[src/rtl/mem_wb_stage_if.sv]
// Bundle of the EX/MEM handoff, data-memory read port and writeback/forwarding bus.
// master is the MEM/WB stage's view; slave is the surrounding pipeline and memory.
// No logic in here; timing and backpressure belong to the stage itself.
interface mem_wb_stage_if #(
    parameter int DATA_W = 32,
    parameter int REG_W  = 5
);
    // EX/MEM -> stage
    logic              exmem_valid;
    logic              exmem_ready;
    logic [REG_W-1:0]  exmem_regd;
    logic              exmem_regwrite;
    logic              exmem_memtoreg;
    logic [DATA_W-1:0] exmem_alu_result;
    logic [1:0]        exmem_load_size;
    logic              exmem_load_unsigned;
    // stage <-> data memory
    logic              dmem_req;
    logic [DATA_W-1:0] dmem_addr;
    logic              dmem_ready;
    logic [DATA_W-1:0] dmem_rdata;
    // stage -> register file / forwarding
    logic [REG_W-1:0]  mem_wb_regd;
    logic [DATA_W-1:0] mem_wb_data;
    logic              mem_wb_regwrite;
    logic              mem_err;

    modport master (
        input  exmem_valid, exmem_regd, exmem_regwrite, exmem_memtoreg,
               exmem_alu_result, exmem_load_size, exmem_load_unsigned,
               dmem_ready, dmem_rdata,
        output exmem_ready, dmem_req, dmem_addr,
               mem_wb_regd, mem_wb_data, mem_wb_regwrite, mem_err
    );

    modport slave (
        output exmem_valid, exmem_regd, exmem_regwrite, exmem_memtoreg,
               exmem_alu_result, exmem_load_size, exmem_load_unsigned,
               dmem_ready, dmem_rdata,
        input  exmem_ready, dmem_req, dmem_addr,
               mem_wb_regd, mem_wb_data, mem_wb_regwrite, mem_err
    );
endinterface

[src/rtl/mem_wb_stage.sv]
// MEM/WB stage: retires ALU results, runs a dmem read for loads, extends load data, drives writeback.
// Latency: ALU ops 1 edge after transfer; loads >= 2 edges (transfer, then the dmem_ready edge).
// Backpressure: exmem_ready only in IDLE; optional watchdog under `MEM_WB_TIMEOUT_EN`.
module mem_wb_stage #(
    parameter int DATA_W         = 32,
    parameter int REG_W          = 5,
    parameter int TIMEOUT_CYCLES = 255
) (
    input  logic          clk,
    input  logic          reset,
    input  logic          flush,
    mem_wb_stage_if.master bus
);

    typedef enum logic {IDLE, WAIT} state_t;

    state_t            state_q, state_d;
    logic [REG_W-1:0]  ld_regd_q, ld_regd_d;
    logic              ld_wr_q, ld_wr_d;        // load targets a real (non-$0) register
    logic [1:0]        ld_size_q, ld_size_d;
    logic              ld_uns_q, ld_uns_d;
    logic [DATA_W-1:0] ld_addr_q, ld_addr_d;    // low two bits double as the lane select
    logic [REG_W-1:0]  wb_regd_q, wb_regd_d;
    logic [DATA_W-1:0] wb_data_q, wb_data_d;
    logic              wb_wr_q, wb_wr_d;

`ifdef MEM_WB_TIMEOUT_EN
    localparam int CNT_W = ($clog2(TIMEOUT_CYCLES + 1) > 8) ? $clog2(TIMEOUT_CYCLES + 1) : 8;
    logic [CNT_W-1:0] cnt_q, cnt_d;
    logic             err_q, err_d;
`endif

    // Pick the addressed lane and sign/zero extend; size 2'b11 behaves as a word.
    function automatic logic [DATA_W-1:0] load_extend(input logic [DATA_W-1:0] rd,
                                                      input logic [1:0]        size,
                                                      input logic [1:0]        lane,
                                                      input logic              uns);
        logic [15:0]       h;
        logic [7:0]        b;
        logic [DATA_W-1:0] r;
        h = lane[1] ? rd[31:16] : rd[15:0];
        case (lane)
            2'd0:    b = rd[7:0];
            2'd1:    b = rd[15:8];
            2'd2:    b = rd[23:16];
            default: b = rd[31:24];
        endcase
        case (size)
            2'b01:   r = uns ? {{(DATA_W-16){1'b0}}, h} : {{(DATA_W-16){h[15]}}, h};
            2'b10:   r = uns ? {{(DATA_W-8){1'b0}}, b}  : {{(DATA_W-8){b[7]}}, b};
            default: r = rd;
        endcase
        return r;
    endfunction

    assign bus.exmem_ready     = (state_q == IDLE);
    assign bus.dmem_req        = (state_q == WAIT);
    assign bus.dmem_addr       = ld_addr_q;
    assign bus.mem_wb_regd     = wb_regd_q;
    assign bus.mem_wb_data     = wb_data_q;
    assign bus.mem_wb_regwrite = wb_wr_q;
`ifdef MEM_WB_TIMEOUT_EN
    assign bus.mem_err         = err_q;
`else
    assign bus.mem_err         = 1'b0;
`endif

    // Next state, load latches and writeback; writeback defaults to a bubble every cycle.
    always_comb begin
        state_d   = state_q;
        ld_regd_d = ld_regd_q;
        ld_wr_d   = ld_wr_q;
        ld_size_d = ld_size_q;
        ld_uns_d  = ld_uns_q;
        ld_addr_d = ld_addr_q;
        wb_regd_d = '0;
        wb_data_d = '0;
        wb_wr_d   = 1'b0;
`ifdef MEM_WB_TIMEOUT_EN
        cnt_d     = cnt_q;
        err_d     = err_q;
`endif
        case (state_q)
            IDLE: begin
                if (bus.exmem_valid && !flush) begin
                    if (bus.exmem_memtoreg) begin
                        ld_regd_d = bus.exmem_regd;
                        ld_wr_d   = bus.exmem_regwrite && (bus.exmem_regd != '0);
                        ld_size_d = bus.exmem_load_size;
                        ld_uns_d  = bus.exmem_load_unsigned;
                        ld_addr_d = bus.exmem_alu_result;
                        state_d   = WAIT;
`ifdef MEM_WB_TIMEOUT_EN
                        cnt_d     = '0;
`endif
                    end else if (bus.exmem_regwrite && (bus.exmem_regd != '0)) begin
                        wb_regd_d = bus.exmem_regd;
                        wb_data_d = bus.exmem_alu_result;
                        wb_wr_d   = 1'b1;
                    end
                end
            end
            WAIT: begin
                if (flush) begin
                    state_d = IDLE;
`ifdef MEM_WB_TIMEOUT_EN
                    cnt_d   = '0;
`endif
                end else if (bus.dmem_ready) begin
                    state_d = IDLE;
                    if (ld_wr_q) begin
                        wb_regd_d = ld_regd_q;
                        wb_data_d = load_extend(bus.dmem_rdata, ld_size_q, ld_addr_q[1:0], ld_uns_q);
                        wb_wr_d   = 1'b1;
                    end
                end else begin
`ifdef MEM_WB_TIMEOUT_EN
                    // Give up on the cycle the count would reach the limit.
                    if (cnt_q == CNT_W'(TIMEOUT_CYCLES - 1)) begin
                        err_d   = 1'b1;
                        state_d = IDLE;
                    end else begin
                        cnt_d = cnt_q + 1'b1;
                    end
`endif
                end
            end
            default: state_d = IDLE;
        endcase
    end

    // State and pipeline registers; reset wins over any in-flight load.
    always_ff @(posedge clk) begin
        if (reset) begin
            state_q   <= IDLE;
            ld_regd_q <= '0;
            ld_wr_q   <= 1'b0;
            ld_size_q <= '0;
            ld_uns_q  <= 1'b0;
            ld_addr_q <= '0;
            wb_regd_q <= '0;
            wb_data_q <= '0;
            wb_wr_q   <= 1'b0;
`ifdef MEM_WB_TIMEOUT_EN
            cnt_q     <= '0;
            err_q     <= 1'b0;
`endif
        end else begin
            state_q   <= state_d;
            ld_regd_q <= ld_regd_d;
            ld_wr_q   <= ld_wr_d;
            ld_size_q <= ld_size_d;
            ld_uns_q  <= ld_uns_d;
            ld_addr_q <= ld_addr_d;
            wb_regd_q <= wb_regd_d;
            wb_data_q <= wb_data_d;
            wb_wr_q   <= wb_wr_d;
`ifdef MEM_WB_TIMEOUT_EN
            cnt_q     <= cnt_d;
            err_q     <= err_d;
`endif
        end
    end

endmodule

[src/flat_wrapper.sv]
// flat-port wrapper written by rule: the top's interface ports become plain ports
module mem_wb_stage_flat 
#(
    parameter int DATA_W         = 32,
    parameter int REG_W          = 5,
    parameter int TIMEOUT_CYCLES = 255
)
  (clk, reset, flush, bus_exmem_valid, bus_exmem_regd, bus_exmem_regwrite, bus_exmem_memtoreg, bus_exmem_alu_result, bus_exmem_load_size, bus_exmem_load_unsigned, bus_dmem_ready, bus_dmem_rdata, bus_exmem_ready, bus_dmem_req, bus_dmem_addr, bus_mem_wb_regd, bus_mem_wb_data, bus_mem_wb_regwrite, bus_mem_err);
  mem_wb_stage_if #(.DATA_W(DATA_W), .REG_W(REG_W)) bus_i ();
  input  logic clk;
  input  logic reset;
  input  logic flush;
  input wire logic [$bits(bus_i.exmem_valid)-1:0] bus_exmem_valid;
  input wire logic [$bits(bus_i.exmem_regd)-1:0] bus_exmem_regd;
  input wire logic [$bits(bus_i.exmem_regwrite)-1:0] bus_exmem_regwrite;
  input wire logic [$bits(bus_i.exmem_memtoreg)-1:0] bus_exmem_memtoreg;
  input wire logic [$bits(bus_i.exmem_alu_result)-1:0] bus_exmem_alu_result;
  input wire logic [$bits(bus_i.exmem_load_size)-1:0] bus_exmem_load_size;
  input wire logic [$bits(bus_i.exmem_load_unsigned)-1:0] bus_exmem_load_unsigned;
  input wire logic [$bits(bus_i.dmem_ready)-1:0] bus_dmem_ready;
  input wire logic [$bits(bus_i.dmem_rdata)-1:0] bus_dmem_rdata;
  output wire logic [$bits(bus_i.exmem_ready)-1:0] bus_exmem_ready;
  output wire logic [$bits(bus_i.dmem_req)-1:0] bus_dmem_req;
  output wire logic [$bits(bus_i.dmem_addr)-1:0] bus_dmem_addr;
  output wire logic [$bits(bus_i.mem_wb_regd)-1:0] bus_mem_wb_regd;
  output wire logic [$bits(bus_i.mem_wb_data)-1:0] bus_mem_wb_data;
  output wire logic [$bits(bus_i.mem_wb_regwrite)-1:0] bus_mem_wb_regwrite;
  output wire logic [$bits(bus_i.mem_err)-1:0] bus_mem_err;
  assign bus_i.exmem_valid = bus_exmem_valid;
  assign bus_i.exmem_regd = bus_exmem_regd;
  assign bus_i.exmem_regwrite = bus_exmem_regwrite;
  assign bus_i.exmem_memtoreg = bus_exmem_memtoreg;
  assign bus_i.exmem_alu_result = bus_exmem_alu_result;
  assign bus_i.exmem_load_size = bus_exmem_load_size;
  assign bus_i.exmem_load_unsigned = bus_exmem_load_unsigned;
  assign bus_i.dmem_ready = bus_dmem_ready;
  assign bus_i.dmem_rdata = bus_dmem_rdata;
  assign bus_exmem_ready = bus_i.exmem_ready;
  assign bus_dmem_req = bus_i.dmem_req;
  assign bus_dmem_addr = bus_i.dmem_addr;
  assign bus_mem_wb_regd = bus_i.mem_wb_regd;
  assign bus_mem_wb_data = bus_i.mem_wb_data;
  assign bus_mem_wb_regwrite = bus_i.mem_wb_regwrite;
  assign bus_mem_err = bus_i.mem_err;
  mem_wb_stage #(.DATA_W(DATA_W), .REG_W(REG_W), .TIMEOUT_CYCLES(TIMEOUT_CYCLES)) u_core (.clk(clk), .reset(reset), .flush(flush), .bus(bus_i));
endmodule
[config.mk]
export PLATFORM = sky130hd
export DESIGN_NAME = mem_wb_stage_flat
export DESIGN_NICKNAME = d
export VERILOG_FILES = /design/src/rtl/mem_wb_stage_if.sv /design/src/rtl/mem_wb_stage.sv /design/src/flat_wrapper.sv
export SDC_FILE = /design/constraint.sdc
export NUM_CORES = 1
export LEC_CHECK = 0
export ABC_CLOCK_PERIOD_IN_PS = 3700
export BUFFER_PORTS_ARGS = -buffer_cell sky130_fd_sc_hd__buf_4
export CAP_MARGIN = 0
export CELL_PAD_IN_SITES_DETAIL_PLACEMENT = 1
export CELL_PAD_IN_SITES_GLOBAL_PLACEMENT = 2
export CORE_ASPECT_RATIO = 0.5
export CORE_MARGIN = 5
export CORE_UTILIZATION = 29
export CTS_CLUSTER_SIZE = 30
export DETAILED_ROUTE_END_ITERATION = 16
export MAX_ROUTING_LAYER = met4
export PLACE_DENSITY = 0.88
export SLEW_MARGIN = 10
export SYNTH_ARGS = -nofsm -noshare
export SYNTH_HDL_FRONTEND = slang
export SYNTH_SLANG_ARGS = --single-unit
export TNS_END_PERCENT = 10
[constraint.sdc]
create_clock -name clk -period 3.7 [get_ports clk]
set_clock_uncertainty 0.15 [all_clocks]
set_input_delay 0.185 -clock clk [delete_from_list [all_inputs] [get_ports clk]]
set_output_delay 0.185 -clock clk [all_outputs]
set_load 0.02 [all_outputs]
==> results.md, run 1 <==
* Status: finished clean
* CTS sink cnt at 80
* Post-cts hold buffer count at 42
* Yosys reg bits at 80
* Top cell type's share of synthesized area at 0.440
* Htree depth at 3
* Worst setup EP type: flip-flop
* Pin count of the biggest net entering global routing at between 40 and 50
* Biggest area consumer among synthesized cells: dfxtp_1
* Postcts setup bufs at 0
* Final hold viol count at 0
* Num CTS Buffers at 9
* Reg2Reg Depth at 3
* Required time of the worst setup path at approximately 3700 ps
* Vertical die dimension at approximately 90 um
* Port bufs at 150
* Cells after Synth at 391
* Worst r2r src: u_core.bus.dmem_addr[0]$_SDFFE_PP0P_
* First-pass GRT wire length at around 20,000 um
* DR iter-0 viols at roughly 200
* Post-synth top cells: nand2_1 (82), dfxtp_1 (80), a21oi_1 (59), clkbuf_1 (24), inv_1 (20)
* Worst-path clk slew at 60 ps
* Row cnt at 28
* Max-cap violations at 0
* FF-to-FF setup slack at between 1000 and 1500 ps
* Net count, final at around 650
* Max-slew violations at 0
* Ys flop type: dfxtp_1
* I/O pin total at 152
* Worst Max-Slew Pin Slew at approximately 900 ps
* Mapped Avg Cell Area at 9.30 um2
* Max-slew headroom at 0.403
* Lkg Pwr at approximately 0.0023 uW
* Setup violators final at 0
* Clock root cell: clkbuf_16
* Post-DP HPWL at roughly 10000 um
* Routed Antenna Nets at 0
* Asr flop ratio synth at 0
* Critical path class: flip-flop to flip-flop
* DRC viols at 0
* Syn nets at about 470
* Hold slack final at ~31 ps
* Clock buffer depth at 2
* Layout cell share with drive strength beyond 1 at 0.357
* Clock Latency Late Sink at around 340 ps
* Final min period at around 2500 ps
* Routed WL at roughly 14,000 um
* Hold Crit Class: input pin to flip-flop
* Worst setup path start: u_core.bus.dmem_addr[0]$_SDFFE_PP0P_
* Remaining Overflow, GRT at 0
* Setup total negative slack at 0 ps
* Initial Util at 0.302
* Reg2reg end: u_core.bus.mem_wb_data[20]$_SDFF_PP0_
* RSZ-0062 raised after global routing: no
* Total track usage at 0.183
* GPL Wtd Cong at roughly 0.85
* Routed vias at 3,615
* Arrival time worst endpoint at 2560 ps
* Cell Area, Synth at 3640 um2
* Pwr/cell area at around 370 nW/um2
* YS warnings at 0
* CTS tree: built
* Max Fclk at approximately 0.40 GHz
* Area Growth Syn to Fin at 53.6%
* Core Region at between 10,000 and 15,000 um2
* CP max FO at 16
* Synth top area cells: dfxtp_1 (44%), nand2_1 (8.5%), a21oi_1 (8.1%), mux4_1 (5.1%), mux2_2 (5.0%)
* First-pass DRT Iterations at 5
* Register area share after synthesis at 0.440
* Most common cell in the netlist: nand2_1
* Die Footprint at approximately 15,000 um2
* ANT cells at 0
* Avg WL per Cell at 18.5 um
* Library cells used by synthesis at 34
* Last element of the critical path: u_core.bus.mem_wb_data[20]$_SDFF_PP0_
* Chip width at 168 um
* Initial antenna violation count at 0
* Crit path launch type: flip-flop
* Maximum vdd ir drop at between 150 and 200 uV
* Vias in the first global route at between 3,000 and 4,000
* Period Utilization, post-route at 0.680
* Post_cts resized at 0
* EDFF count, synth at 0
* Via-per-instance ratio at 4.93
report_power, final:
group          total [uW]  switching (uW)  internal, uW
sequential            892            11.1           880
combinational         328             163           166
clock                 849             374           475
total                2070             547          1520
sequential cells by signal, summed over array words and instances, names as in the netlist:
signal                      flops
u_core.ld_regd_q                5
u_core.bus.dmem_addr           32
u_core.bus.mem_wb_data         32
u_core.ld_wr_q                  1
u_core.bus.mem_wb_regd          5
u_core.bus.dmem_req             1
u_core.ld_uns_q                 1
u_core.bus.mem_wb_regwrite      1
u_core.ld_size_q                2
routing by layer:
layer	vias to the layer above	part of all wire	GRT usage
li1	1769	-	-
met2	81	0.51	0.311
met1	1752	0.43	0.224
met3	13	0.054	0.0446
met4	0	0.011	0.0434
met5	-	0	-
worst min-delay path by stage:
stage	cells after the start	end	from
3_3_place_gp	2	u_core.bus.mem_wb_data[9]$_SDFF_PP0_	bus_exmem_alu_result[9]
6_report	3	u_core.bus.mem_wb_regd[4]$_SDFF_PP0_	bus_exmem_regwrite
5_1_grt	3	u_core.bus.mem_wb_regwrite$_SDFF_PP0_	bus_exmem_regwrite
2_1_floorplan	1	u_core.bus.mem_wb_regd[0]$_SDFF_PP0_	bus_exmem_regd[0]
4_1_cts	3	u_core.bus.mem_wb_regwrite$_SDFF_PP0_	bus_exmem_regwrite
3_5_place_dp	2	u_core.bus.mem_wb_data[4]$_SDFF_PP0_	bus_exmem_alu_result[4]
area by class of cell:
class / count / area (um2)
sequential: 80 / 1600
timing repair buffer: 199 / 1610
clock inverter: 6 / 43.8
multi-input combinational: 254 / 1810
inverter: 20 / 75.1
tap: 165 / 206
fill: 1397 / 6470
clock buffer: 10 / 239
critical path: stages, from the launching register on:
cell and delay (ps):
dfxtp_1 640, mux4_2 710, a221oi_4 650, o32ai_1 210
stage by stage:
stage	std cells	utilization	cell area (um2)	total power, uW	setup WS, ps
floorplan	391	-	3640	1060	1500
global placement	676	0.405	4880	1200	1280
detailed placement	676	0.405	4880	1200	1200
CTS	734	0.463	5590	2100	1190
global route	734	0.463	5590	2160	1030
finish	734	0.463	5590	2070	1180
logic make-up (layout without fill, tap and decap cells):
family | after synthesis | in the layout | share of synthesized area
DFF | 80 | 80 | 0.440
and+or+nand+nor | 110 | 110 | 0.138
adders and majority gates | 2 | 2 | 0.00688
other | 1 | 1 | 0.00103
buffers and inverters | 57 | 235 | 0.0678
muxes | 24 | 24 | 0.106
AOI/OAI and AO/OA | 117 | 117 | 0.240
layout by cell type, fill, tap and decap left out, types with 8 or more instances in the layout:
cell           instances
clkbuf_16              9
inv_1                 20
dfxtp_1               80
nand2_1               82
buf_4                156
a221o_2                8
a21oi_1               59
o32ai_1               16
a221o_1                8
mux2_2                16
nand2b_1              16
a32o_1                16
dlygate4sd3_1         42
No activity file was read; power rests on OpenSTA's default activity.
==> run 2, diff against run 1 <==
--- a/config.mk
+++ b/config.mk
@@ -5,18 +5,19 @@
 export SDC_FILE = /design/constraint.sdc
 export NUM_CORES = 1
 export LEC_CHECK = 0
-export ABC_CLOCK_PERIOD_IN_PS = 3700
+export ABC_AREA = 1
+export ABC_CLOCK_PERIOD_IN_PS = 2100
 export BUFFER_PORTS_ARGS = -buffer_cell sky130_fd_sc_hd__buf_4
 export CAP_MARGIN = 0
 export CELL_PAD_IN_SITES_DETAIL_PLACEMENT = 1
 export CELL_PAD_IN_SITES_GLOBAL_PLACEMENT = 2
 export CORE_ASPECT_RATIO = 0.5
 export CORE_MARGIN = 5
-export CORE_UTILIZATION = 29
+export CORE_UTILIZATION = 23
 export CTS_CLUSTER_SIZE = 30
 export DETAILED_ROUTE_END_ITERATION = 16
 export MAX_ROUTING_LAYER = met4
-export PLACE_DENSITY = 0.88
+export PLACE_DENSITY = 0.81
 export SLEW_MARGIN = 10
 export SYNTH_ARGS = -nofsm -noshare
 export SYNTH_HDL_FRONTEND = slang
==> constraint.sdc (replaced) <==
create_clock -name clk -period 2.1 [get_ports clk]
set_clock_uncertainty 0.15 [all_clocks]
set_input_delay 0.105 -clock clk [delete_from_list [all_inputs] [get_ports clk]]
set_output_delay 0.105 -clock clk [all_outputs]
set_load 0.02 [all_outputs]
==> run 2 against run 1 <==
Net effect: count of clock-buffer cells in the layout stayed put; critical path depth is 4 higher; largest power group is now the clock network; first-iteration DRC count is 2.0% lower.
==> results.md, run 2 <==
* RSZ-0062 raised after global routing: no
* Required time of the worst setup path at 2210 ps (-1530 ps)
* First-pass GRT wire length at 24,100 um (+17%)
* Setup total negative slack at 0 ps (unchanged)
* CTS tree: built
* Net count, final at 809 (+25%)
* Pin count of the biggest net entering global routing at 40 (-17%)
* CTS sink cnt at 80 (unchanged)
* Ys flop type: dfxtp_1
* Cells after Synth at 545 (+39%)
* Remaining Overflow, GRT at 0 (unchanged)
* Row cnt at 33 (+18%)
* Top cell type's share of synthesized area at 0.423 (-0.0175)
* Commonest non-fill, non-tap cell in the layout: buf_4
* Placed cells at 899 (+33%)
* Worst hold start: bus_dmem_rdata[9]
* Pwr/cell area at 680 nW/um2 (+84%)
* Synth top area cells: dfxtp_1 (42%), nor2_1 (12%), nand2_1 (9.7%), a21oi_1 (7.7%), o21ai_0 (6.9%)
* Worst setup EP type: flip-flop
* CP max FO at 16 (unchanged)
* I/O pin total at 152 (unchanged)
* Area of the multi-input gates at 1890 um2 (+4.4%)
* DRC viols at 0 (unchanged)
* Worst Max-Slew Pin Slew at 525 ps (-371 ps)
* Hold Crit Class: input pin to flip-flop
* Biggest area consumer among synthesized cells: dfxtp_1
* FF-to-FF setup slack at 220 ps (-960 ps)
* Core Region at 16,300 um2 (+35%)
* Via-per-instance ratio at 4.39 (-11%)
* Most common cell in the netlist: nor2_1
* Filler Cell Count at 2,037 (+46%)
* Arrival time worst endpoint at 1980 ps (-580 ps)
* DR iter-0 viols at 197 (-2.0%)
* Setup violators final at 0 (unchanged)
* Worst-path clk slew at 70 ps (about the same)
* Seq. cell area at 1600 um2 (unchanged)
* Syn nets at 626 (+33%)
* Hold slack final at 34.0 ps (+2.58 ps)
* Max-slew violations at 0 (unchanged)
* Max Fclk at 0.533 GHz (+34%)
* Status: finished clean
* Layout cell share with drive strength beyond 1 at 0.297 (-0.0594)
* Htree depth at 3 (unchanged)
* Placed Area at 5130 um2 (+5.1%)
* Post-route insts no fill at 960 (+31%)
* Initial antenna violation count at 0 (unchanged)
* Routed Antenna Nets at 0 (unchanged)
* YS warnings at 0 (unchanged)
* EDFF count, synth at 0 (unchanged)
* Postcts setup bufs at 0 (unchanged)
* Worst r2r src: u_core.ld_size_q[0]$_SDFFE_PP0P_
* Routed vias at 4,217 (+17%)
* Most frequent cells in the layout: buf_4 (161), nor2_1 (120), nand2_1 (98)
* Cell Area, Synth at 3790 um2 (+4.1%)
* Max-slew headroom at 0.650 (+0.247)
* ANT cells at 0 (unchanged)
* Worst path max stage delay at 350 ps (-360 ps)
* Die Footprint at 19,300 um2 (+28%)
* Worst hold path depth at 5 (+2)
* Chip width at 191 um (+14%)
* Max-cap violations at 0 (unchanged)
* Library cells used by synthesis at 29 (-15%)
* Reg2Reg Depth at 7 (+4)
* Area Growth Syn to Fin at 56.0%
* Num CTS Buffers at 9 (unchanged)
* Worst Hold End: u_core.bus.mem_wb_data[9]$_SDFF_PP0_
* Crit-path slowest cell: ha_1
* Mapped Avg Cell Area at 6.95 um2 (-25%)
* Total power at 4020 uW (+94%)
* Vertical die dimension at 101 um (+13%)
* Avg WL per Cell at 16.1 um (-13%)
* Lkg Pwr at 0.00254 uW (+8.3%)
* Final min period at 1880 ps (-642 ps)
* Clock buffer depth at 2 (unchanged)
* Crit path launch type: flip-flop
* Most common cell on crit path: nand3_4
* Vias in the first global route at 4,420 (+20%)
* Yosys reg bits at 80 (unchanged)
* Final hold viol count at 0 (unchanged)
* Post-DP HPWL at 11,500 um (+17%)
* Register area share after synthesis at 0.423 (-0.0175)
* First-pass DRT Iterations at 4 (-1)
* GPL Wtd Cong at 0.841 (-1.1%)
* Worst Path Buf+Inv at 1 (+1)
* Initial Util at 0.233 (-0.0690)
* Clock Latency Late Sink at 340 ps (about the same)
* Maximum vdd ir drop at 356 uV (+110%)
* Clock root cell: clkbuf_16
* Post-synth top cells: nor2_1 (120), nand2_1 (98), dfxtp_1 (80), a21oi_1 (58), o21ai_0 (52)
* Asr flop ratio synth at 0 (unchanged)
* Post-route cell area at 5910 um2 (+5.8%)
* Reg2reg end: u_core.bus.mem_wb_data[18]$_SDFF_PP0_
* Total track usage at 0.165 (-0.0186)
* Crit-path leading delay family: simple AND/OR/NAND/NOR gates
* Port bufs at 150 (unchanged)
* Period Utilization, post-route at 0.893 (+0.213)
* Routed WL at 15,500 um (+14%)
* Critical path class: flip-flop to flip-flop
* CP Cell Sequence: inv_1, ha_1, o21a_1, nand3_4, nand3_4, nand2_1, a21oi_1
## run 2: changes by cell type in the layout (fill, tap and decap cells not counted), moves of 7 or more
cell / change
nand2_1: +16
a221o_2: -8
mux4_1: -7
a221o_1: -8
a21oi_2: +10
mux2_2: -16
nor2_1: +116
nand2b_1: -16
o21ai_0: +52
a32o_1: -16
o32ai_1: -16
nand2_2: +14
nand3_1: +17
## run 2: worst reg2reg max path, cell delays in order, from the launching register on
cell and delay, ps:
dfxtp_1 320, inv_1 70, ha_1 350, o21a_1 260
nand3_4 150, nand3_4 230, nand2_1 110, a21oi_1 150
## run 2: repair_timing
item	CTS	global route
gates resized for setup	0	1
hold buffers	45	0
setup endpoints to repair	0	3
hold endpoints to repair	80	0
## run 2: worst max path at each step
stage                                     startpoint                                     to  slack [ps]  cells after the start
finish              u_core.ld_size_q[0]$_SDFFE_PP0P_  u_core.bus.mem_wb_data[18]$_SDFF_PP0_         220                      7
global route                                   flush   u_core.bus.mem_wb_data[5]$_SDFF_PP0_          60                     10
CTS                 u_core.ld_size_q[1]$_SDFFE_PP0P_  u_core.bus.mem_wb_data[12]$_SDFF_PP0_         190                      8
detailed placement  u_core.ld_size_q[1]$_SDFFE_PP0P_  u_core.bus.mem_wb_data[12]$_SDFF_PP0_         220                      8
global placement    u_core.ld_size_q[1]$_SDFFE_PP0P_  u_core.bus.mem_wb_data[10]$_SDFF_PP0_         290                      8
floorplan           u_core.ld_size_q[0]$_SDFFE_PP0P_  u_core.bus.mem_wb_data[25]$_SDFF_PP0_         390                      9
## run 2: metal layers
metal	global-route usage	routed length, um	share of wire
met1	0.213	7470	0.48
met2	0.276	7410	0.48
met3	0.0284	416	0.027
met4	0.0298	160	0.010
met5	-	0	0
## run 2: final cells by class
cell class | count | share of cell area
Clock inverter | 6 | 0.0157
Inverter | 29 | 0.0193
Multi-Input combinational cell | 400 | 0.319
Tap cell | 227 | 0.0481
Clock buffer | 10 | 0.0388
Timing Repair Buffer | 208 | 0.288
Sequential cell | 80 | 0.271
## run 2: power by group
part | internal (uW) | switching (uW) | leakage, uW | total, uW
registers | 1570 | 27.7 | 0.000650 | 1590
logic | 313 | 387 | 0.00174 | 699
clock network | 1050 | 676 | 0.000149 | 1730
total | 2930 | 1090 | 0.00254 | 4020
## run 2: kinds of logic after synthesis
| family | share of synthesized area |
|---|---|
| fa+ha+maj | 0.00661 |
| flops | 0.423 |
| simple gates | 0.292 |
| other cells | 0.000990 |
| buf+inv | 0.0806 |
| compound gates | 0.197 |
## run 2: stage by stage
step,util,setup WS [ps]
detailed placement,0.315,219
finish,0.363,225
floorplan,-,387
CTS,0.363,189
global placement,0.315,289
global route,0.363,61.5
==> run 3, diff against run 2 <==
--- a/config.mk
+++ b/config.mk
@@ -5,7 +5,6 @@
 export SDC_FILE = /design/constraint.sdc
 export NUM_CORES = 1
 export LEC_CHECK = 0
-export ABC_AREA = 1
 export ABC_CLOCK_PERIOD_IN_PS = 2100
 export BUFFER_PORTS_ARGS = -buffer_cell sky130_fd_sc_hd__buf_4
 export CAP_MARGIN = 0
@@ -13,7 +12,7 @@
 export CELL_PAD_IN_SITES_GLOBAL_PLACEMENT = 2
 export CORE_ASPECT_RATIO = 0.5
 export CORE_MARGIN = 5
-export CORE_UTILIZATION = 23
+export CORE_UTILIZATION = 25
 export CTS_CLUSTER_SIZE = 30
 export DETAILED_ROUTE_END_ITERATION = 16
 export MAX_ROUTING_LAYER = met4
==> run 3 against run 2 <==
Net effect: cell count shrank 18%; sequential share of layout area is essentially flat; core utilization grew 4.8 points; sequential power is essentially flat; register-to-register slack lost 95 ps; flip-flop and latch count is the same; clock power is essentially flat; die area shrank 11%; first-iteration DRC count shrank 38%; critical path depth shrank 1; non-clock buffer count grew 11; critical endpoint is now u_core.bus.mem_wb_data[26]$_SDFF_PP0_.
==> results.md, run 3 (synthesis results as in run 1) <==
* Total track usage at 0.175 (+0.0102)
* Max Fclk at 0.507 GHz (-4.8%)
* Hold slack final at 14.6 ps (-19.5 ps)
* Routed vias at 3,793 (-10%)
* RSZ-0062 raised after global routing: no
* Area Growth Syn to Fin at 62.3%
* GPL Wtd Cong at 0.845 (+0.48%)
* Arrival time worst endpoint at 2010 ps (+30 ps)
* Most frequent cells in the layout: buf_4 (159), nand2_1 (82), dfxtp_1 (80)
* Clock root cell: clkbuf_16
* Port bufs at 150 (unchanged)
* Max-slew violations at 0 (unchanged)
* Power share of the sequential group at 0.398 (about the same)
* Pin count of the biggest net entering global routing at 50 (+25%)
* Max-slew headroom at 0.611 (-0.0393)
* PnR worst setup slack at 129 ps (-95.4 ps)
* Status: finished clean
* CTS tree: built
* Htree depth at 3 (unchanged)
* Clk pwr share at 0.442 (+0.013)
* Final hold viol count at 0 (unchanged)
* First-pass DRT Iterations at 5 (+1)
* Fin util at 0.411 (+0.0481)
* CTS sink cnt at 80 (unchanged)
* Critical path class: input pin to flip-flop
* DRC viols at 0 (unchanged)
* Psw at 965 uW (-12%)
* Layout cell share with drive strength beyond 1 at 0.358 (+0.0608)
* Lkg Pwr at 0.00248 uW (-2.4%)
* Row cnt at 31 (-6.1%)
* Worst path max stage delay at 590 ps (+240 ps)
* Commonest non-fill, non-tap cell in the layout: buf_4
* Clock Latency Late Sink at 330 ps (about the same)
* Worst-path clk slew at 60 ps (about the same)
* Via-per-instance ratio at 4.82 (+9.7%)
* Crit-path slowest cell: mux4_2
* I/O pin total at 152 (unchanged)
* Vias in the first global route at 3,971 (-10%)
* Setup violators final at 0 (unchanged)
* CP max FO at 16 (unchanged)
* Dpl ws at 146 ps (-73.8 ps)
* Routed WL at 14,900 um (-3.8%)
* Hold Crit Class: input pin to flip-flop
* Routed Antenna Nets at 0 (unchanged)
* Max-cap violations at 0 (unchanged)
* Net count, final at 665 (-18%)
* Pwr/cell area at 668 nW/um2 (-1.8%)
* Setup total negative slack at 0 ps (unchanged)
* Period Utilization, post-route at 0.938 (+0.0454)
* Num CTS Buffers at 9 (unchanged)
* Required time of the worst setup path at 2140 ps (-70 ps)
* Internal at 2980 uW (+1.8%)
* Initial antenna violation count at 0 (unchanged)
* Switching share of power at 0.245 (-0.0269)
* Core Region at 14,400 um2 (-12%)
* First-pass GRT wire length at 22,800 um (-5.7%)
* Worst Max-Slew Pin Slew at 582 ps (+57.5 ps)
* Avg WL per Cell at 18.9 um (+17%)
* Maximum vdd ir drop at 378 uV (+6.3%)
* Crit path launch type: input pin
* Post-DP HPWL at 10,100 um (-13%)
* Final min period at 1970 ps (+95.4 ps)
* DR iter-0 viols at 123 (-38%)
* Remaining Overflow, GRT at 0 (unchanged)
* Worst setup EP type: flip-flop
* Die Footprint at 17,200 um2 (-11%)
* Chip width at 181 um (-5.7%)
* Filler Cell Count at 1,677 (-18%)
* Clock buffer depth at 2 (unchanged)
* Initial Util at 0.253 (+0.0206)
* ANT cells at 0 (unchanged)
* Vertical die dimension at 95.3 um (-5.4%)
* CP Cell Sequence: dlygate4sd3_1, buf_4, mux4_2, a221oi_4, buf_12, o32ai_1
* Combinational Power Share at 0.160 (-0.014)
[run 3: cell types whose count changed in the layout (fill, tap and decap cells not counted), sizes merged, moves of 9 or more]
cell	before	now
o21ai	57	0
dlygate4sd3	45	56
nand2	114	82
nor2	122	4
a21oi	68	59
nand3	22	0
mux2	0	16
nand2b	0	16
o32ai	0	16
a221o	0	16
a32o	0	16
inv	30	20
[run 3: worst max-delay path, delay by kind of cell]
kind            cells  cell delay, ps
mux                 1             590
buf+inv             3             860
compound gates      2             440
[run 3: worst paths after layout]
check | slack, ps | end | from | depth (start not counted)
min | 10 | u_core.bus.mem_wb_data[7]$_SDFF_PP0_ | bus_dmem_rdata[7] | 3
max | 130 | u_core.bus.mem_wb_data[26]$_SDFF_PP0_ | bus_dmem_rdata[15] | 6
min reg2reg | 310 | u_core.bus.dmem_addr[23]$_SDFFE_PP0P_ | u_core.bus.dmem_addr[23]$_SDFFE_PP0P_ | 2
max reg2reg | 130 | u_core.bus.mem_wb_data[4]$_SDFF_PP0_ | u_core.bus.dmem_addr[0]$_SDFFE_PP0P_ | 4
[run 3: cell type report]
type,instances,area [um2],share of cell area
clock inverters,5,78.8,0.0134
flip-flops and latches,80,1600,0.271
well taps,198,248,0.0420
inverters,20,75.1,0.0127
clock buffers,11,253,0.0428
multi-input cells,254,1810,0.307
repair buffers,219,1830,0.311
[run 3: power by group through the flow]
stage / sequential [uW] / combinational [uW] / clock [uW]
finish: 1570 / 631 / 1740
global route: 1570 / 677 / 1850
CTS: 1570 / 629 / 1800
detailed placement: 1600 / 540 / 0
global placement: 1600 / 533 / 0
floorplan: 1640 / 225 / 0
[run 3: metal layers]
metal | up-vias | track usage | wire, um
met2 | 86 | 0.315 | 7660
met4 | 0 | 0.0522 | 370
met1 | 1871 | 0.198 | 6280
li1 | 1806 | - | -
met5 | - | - | 0
met3 | 30 | 0.0404 | 574
[run 3: timing repair]
action                                 CTS  global route
endpoints found under the hold margin   79             0
hold buffers                            56             0
buffers inserted                         0             0
resized for setup                        0             2
setup endpoints to repair                0            20
[run 3: through the flow]
stage / area [um2] / power (uW) / cells
4_1_cts: 5900 / 3990 / 787
3_5_place_dp: 5010 / 2140 / 715
6_report: 5900 / 3940 / 787
2_1_floorplan: 3640 / 1860 / 391
5_1_grt: 5900 / 4100 / 787
3_3_place_gp: 5010 / 2140 / 715
